## src/rtl/decode_scoreboard.sv

```systemverilog
// Decode-stage RAW scoreboard: per-register pending-write counters,
// operand stall generation and writeback pass-through to the register file.
module decode_scoreboard #(
  parameter int NUM_REGS = 32,
  parameter int ADDR_W   = 5,
  parameter int CNT_W    = 2,
  parameter int TOT_W    = 7
) (
  input  logic                clk,
  input  logic                rst,
  input  logic                dec_valid,
  input  logic [ADDR_W-1:0]   dec_rs,
  input  logic [ADDR_W-1:0]   dec_rt,
  input  logic [ADDR_W-1:0]   dec_rd,
  input  logic                dec_uses_rt,
  input  logic                dec_writes,
  output logic                stall,
  output logic                issue,
  input  logic                wb_valid,
  input  logic [ADDR_W-1:0]   wb_rd,
  input  logic                flush,
  output logic                r_write,
  output logic [ADDR_W-1:0]   rf_waddr,
  output logic [NUM_REGS-1:0] busy_vec,
  output logic [TOT_W-1:0]    pending_total,
  output logic                err_underflow
);

  localparam logic [CNT_W-1:0] CNT_MAX = '1;

  logic [CNT_W-1:0]    cnt_q [NUM_REGS];
  logic [CNT_W-1:0]    cnt_d [NUM_REGS];
  logic [TOT_W-1:0]    total_q;
  logic [TOT_W-1:0]    total_d;
  logic                err_q;
  logic                err_d;

  logic                rs_hit;
  logic                rt_hit;
  logic                rd_sat;
  logic                inc_any;
  logic                wb_hit;
  logic                wb_uf;
  logic [NUM_REGS-1:0] inc_vec;
  logic [NUM_REGS-1:0] dec_vec;

  // Hazards look only at registered counts; a same-cycle writeback
  // does not release a stall until the following cycle.
  always_comb begin
    rs_hit = (dec_rs != '0) && (cnt_q[dec_rs] != '0);
    rt_hit = dec_uses_rt && (dec_rt != '0) &&
             (cnt_q[dec_rt] != '0);
    rd_sat = dec_writes && (dec_rd != '0) &&
             (cnt_q[dec_rd] == CNT_MAX);
    stall  = dec_valid && (rs_hit || rt_hit || rd_sat);
    issue  = dec_valid && !stall && !flush;
  end

  assign r_write  = wb_valid;
  assign rf_waddr = wb_rd;

  always_comb begin
    inc_any = issue && dec_writes && (dec_rd != '0);
    wb_hit  = wb_valid && (wb_rd != '0) &&
              (cnt_q[wb_rd] != '0);
    wb_uf   = wb_valid && (wb_rd != '0) &&
              (cnt_q[wb_rd] == '0);
  end

  always_comb begin
    inc_vec = '0;
    dec_vec = '0;
    for (int i = 0; i < NUM_REGS; i++) begin
      inc_vec[i] = inc_any && (dec_rd == ADDR_W'(i));
      dec_vec[i] = wb_hit && (wb_rd == ADDR_W'(i));
      cnt_d[i]   = cnt_q[i];
      if (inc_vec[i] && !dec_vec[i])
        cnt_d[i] = cnt_q[i] + CNT_W'(1);
      else if (dec_vec[i] && !inc_vec[i])
        cnt_d[i] = cnt_q[i] - CNT_W'(1);
      if (flush || i == 0)
        cnt_d[i] = '0;
    end
  end

  always_comb begin
    total_d = total_q + TOT_W'(inc_any) - TOT_W'(wb_hit);
    if (flush)
      total_d = '0;
    err_d = err_q || wb_uf;
  end

  always_ff @(posedge clk or posedge rst) begin
    if (rst) begin
      for (int i = 0; i < NUM_REGS; i++)
        cnt_q[i] <= '0;
      total_q <= '0;
      err_q   <= 1'b0;
    end else begin
      for (int i = 0; i < NUM_REGS; i++)
        cnt_q[i] <= cnt_d[i];
      total_q <= total_d;
      err_q   <= err_d;
    end
  end

  always_comb begin
    busy_vec = '0;
    for (int i = 0; i < NUM_REGS; i++)
      busy_vec[i] = (cnt_q[i] != '0);
  end

  assign pending_total = total_q;
  assign err_underflow = err_q;

endmodule

```

## config.mk

```make
export PLATFORM = sky130hd
export DESIGN_NAME = decode_scoreboard
export DESIGN_NICKNAME = d
export VERILOG_FILES = /design/src/rtl/decode_scoreboard.sv
export SDC_FILE = /design/constraint.sdc
export NUM_CORES = 1
export LEC_CHECK = 0
export BUFFER_PORTS_ARGS = -buffer_cell sky130_fd_sc_hd__buf_2
export CORE_MARGIN = 2
export CORE_UTILIZATION = 45
export DETAILED_ROUTE_END_ITERATION = 12
export MAX_ROUTING_LAYER = met4
export SYNTH_ARGS = -nofsm -noshare
export SYNTH_HDL_FRONTEND = slang
export SYNTH_SLANG_ARGS = --single-unit
export TNS_END_PERCENT = 100
```

## constraint.sdc

```tcl
create_clock -name clk -period 11.2 [get_ports clk]
set_input_delay 2.24 -clock clk [delete_from_list [all_inputs] [get_ports clk]]
set_output_delay 2.24 -clock clk [all_outputs]
set_load 0.03 [all_outputs]
```

==> flow_metrics.env <==
export IMPL_hold_end="err_underflow$_DFF_PP0_"
export IMPL_fin_crit_sh_pct=66.86
export IMPL_slew_of_the_pin_with_the_lowest_slew_margin_ns=1.280
export IMPL_ys_flop_type="dfrtp_1"
export IMPL_initialDrtViolationCount=786
export IMPL_die_w_um=122.7
export IMPL_clock_latency_on_the_worst_skew_pair_ns=0.35
export IMPL_maximum_vdd_drop_uv=77.94
export IMPL_layout_common_cells="98 x nand2_1, 73 x buf_2, 70 x dfrtp_1, 60 x nor2_1, 44 x o211ai_1"
export IMPL_timing_rr_start="cnt_q[12]$_DFFE_PP0P_"
export IMPL_final_cell_area_um2=7057
export IMPL_mappedNetlistNets=789
export IMPL_grt_start_max_net_pins=71
export IMPL_setup_reg_to_reg_worst_slack_ns=6.38
export IMPL_max_slew_margin_rel_pct=13.90
export IMPL_report_final_hold_viol_count=0
export IMPL_cp_slowest_stage_delay_ns=0.78
export IMPL_max_cap_viol=0
export IMPL_number_of_buffers_added_by_the_clock_tree_synthesis_step=9
export IMPL_ant_nets=0
export IMPL_htree_num_levels=3
export IMPL_final_setup_tns_ns=0
export IMPL_grt_ovfl_total=0
export IMPL_path_cells="buf_2 > mux4_2 > nand2b_1 > and4b_1 > o22ai_1 > and4_1 > and3_1 > buf_2"
export IMPL_startpoint_of_the_lowest_slack_hold_path="err_underflow$_DFF_PP0_"
export IMPL_port_buffers=73
export IMPL_tritoncts="done"
export IMPL_remaining_drc_errors=0
export IMPL_wire_length_of_the_first_global_routing_pass_um=34010
export IMPL_post_cts_resized=0
export IMPL_count_of_distinct_cell_types_in_the_synthesized_netlist=60
export IMPL_async_flop_share_pct=100.0
export IMPL_place_detailed_hpwl_um=16160
export IMPL_worst_r2r_endpoint="pending_total[6]$_DFF_PP0_"
export IMPL_timing_final_setup_violations=0
export IMPL_cts_hold_fix_buffers=0
export IMPL_drt_wl_total_um=22520
export IMPL_portion_of_the_post_synthesis_area_used_by_sequential_elements_pct=27.61
export IMPL_clock_skew_final_ns=0.008058
export IMPL_dr_pass1_iters=7
export IMPL_layout_nets=823
export IMPL_multi_input_area_um2=4178
export IMPL_crit_family="simple AND/OR/NAND/NOR gates"
export IMPL_inst_count_dp=957
export IMPL_detailroute_via_count=6379
export IMPL_hold_path_class="reg2reg"
export IMPL_placed_cell_area_um2=6715
export IMPL_endpoint_kind="output port"
export IMPL_ys_warnings_count=0
export IMPL_cpMostUsedCell="buf_2"
export IMPL_path_max_fanout=31
export IMPL_root_buffer="clkbuf_16"
export IMPL_vias_per_cell=6.549
export IMPL_clock_path_buffers=2
export IMPL_cts_repair_timing_setup_buffer_count=0
export IMPL_gp_congestion=1.073
export IMPL_synth_cell_area_um2=6344
export IMPL_worst_r2r_cell_count=18
export IMPL_flow_area_growth_from_synthesis_pct=11.24
export IMPL_critical_path_slowest_cell="and4_1"
export IMPL_number_of_global_route_vias_before_repair=5821
export IMPL_antenna_found_initial=2
export IMPL_post_drt_wl_per_cell_um=23.12
export IMPL_rsz0062_at_grt="no"
export IMPL_critical_path_required_ns=8.96
export IMPL_syn_instance_count=754
export IMPL_floorplan_die_area_um2=15060
export IMPL_cts_sinks=70
export IMPL_fmaxAchievable_mhz=133.5
export IMPL_min_path_cells=1
export IMPL_filler_cell_count=1343
export IMPL_run_status="completed"
export IMPL_cp_arrival_ns=5.25
export IMPL_p_per_area_nw_per_um2=112.1
export IMPL_slew_violations=0
export IMPL_postSynthAreaPerCell_um2=8.413
export IMPL_cp_num_buf_inv=2
export IMPL_ff_latch_area_um2=1752
export IMPL_num_rows=43
export IMPL_worst_setup_hold_path_clk_slew_ns=0.06
export IMPL_dieHeight_um=122.7
export IMPL_design_portCount=75
export IMPL_leading_cell_type_in_the_layout_fill_and_taps_excluded="nand2_1"
export IMPL_grt_util_all_layers_pct=31.30
export IMPL_finalWorstPathRequiredPeriod_ns=7.488
export IMPL_layout_drive_gt1_share_pct=20.58
export IMPL_critical_path_class="in2out"
export IMPL_synth_ff_latch_count=70
export IMPL_floorplan_core_area_um2=13830
export IMPL_initial_utilization_pct=45.88
export IMPL_p_leak_uw=0.002983
export IMPL_layoutNonFillerInstCount=974
export IMPL_setup_worst_path_start_class="input port"
export IMPL_synth_enable_flop_cells=0
sequential cells by signal, summed over array words and instances (netlist names):
| register | cells |
|---|---|
| cnt_q | 62 |
| pending_total | 7 |
| err_underflow | 1 |
power breakdown:
group	internal, uW	switching (uW)	leakage, uW
logic	64.9	121	0.00186
registers	262	6.92	0.000966
clock network	216	120	0.000161
kinds of logic (layout without fill, tap and decap cells):
logic type | after synthesis | after routing | share of synthesized area (%)
mux | 65 | 65 | 15.78
xor+xnor | 37 | 37 | 5.108
other cells | 1 | 3 | 0.05911
buf+inv | 95 | 133 | 6.607
simple gates | 340 | 340 | 27.06
fa+ha+maj | 8 | 8 | 1.696
flops | 70 | 70 | 27.61
compound gates | 138 | 138 | 16.08
layout make-up:
type | count | share of cell area, %
clock inverters | 6 | 1.578
well taps | 180 | 3.191
clock buffers | 9 | 3.191
flip-flops and latches | 70 | 24.82
diodes | 2 | 0.07092
inverters | 38 | 2.021
repair buffers | 80 | 5.922
multi-input cells | 589 | 59.20
stage by stage:
stage / utilization [%] / worst slack [ns] / hold slack, ns / power (uW)
after floorplan: - / 4.293 / 0.5152 / 414.9
after global placement: 48.57 / 3.841 / 0.4607 / 453.8
after detailed placement: 48.57 / 3.722 / 0.4615 / 459.0
after CTS: 51.00 / 3.746 / 0.4780 / 795.0
after global routing: 51.04 / 3.557 / 0.4907 / 829.3
final: 51.04 / 3.712 / 0.4704 / 791.4
worst reg2reg max path: stages, from the launching register on:
cell and delay [ns]:
dfrtp_1 0.45, or2_1 0.35, mux4_2 0.49, a22oi_1 0.22, a31o_2 0.23, and4_1 0.75, and3_1 0.30, o211ai_1 0.11
ha_1 0.29, inv_1 0.04, ha_1 0.21, fa_1 0.41, a21oi_1 0.16, nor2_1 0.05, nor2_1 0.16, o21bai_1 0.10
a21oi_1 0.18, xnor2_1 0.13, nor2_1 0.06
worst max-delay path by stage:
stage          startpoint     to  depth (start not counted)
2_1_floorplan   dec_rs[1]  stall                          8
3_3_place_gp    dec_rd[0]  issue                          8
3_5_place_dp    dec_rd[0]  issue                          8
4_1_cts         dec_rd[0]  issue                          8
5_1_grt         dec_rd[0]  issue                          8
6_report        dec_rd[0]  issue                          8
metal layers:
layer	wire length, um	track usage [%]	vias up
li1	-	-	2833
met3	2079	6.413	61
met4	960	14.01	0
met1	9627	42.94	3128
met5	0	-	-
met2	9852	44.41	357
cell usage after synthesis (all sizes together) (7+ instances only):
cell	instances	share of area, %
nand2	98	5.8
dfrtp	70	28
nor2	60	3.6
o211ai	44	5.2
inv	38	2.2
clkbuf	34	2.0
nand3	34	2.7
nor4	29	2.9
mux2i	28	4.4
mux4	27	9.6
xor2	27	3.7
or2	26	2.6
buf	23	2.3
a21oi	19	1.5
and2	17	1.7
or4	17	2.0
o21ai	15	1.2
nor2b	14	1.4
nand2b	13	1.3
mux2	10	1.8
nand4	10	0.99
xnor2	10	1.4
nor3	9	0.71
a2111o	8	1.4
o2111ai	8	1.1
a31o	7	0.97
ha	7	1.4
(Power assumes the default switching activity.)
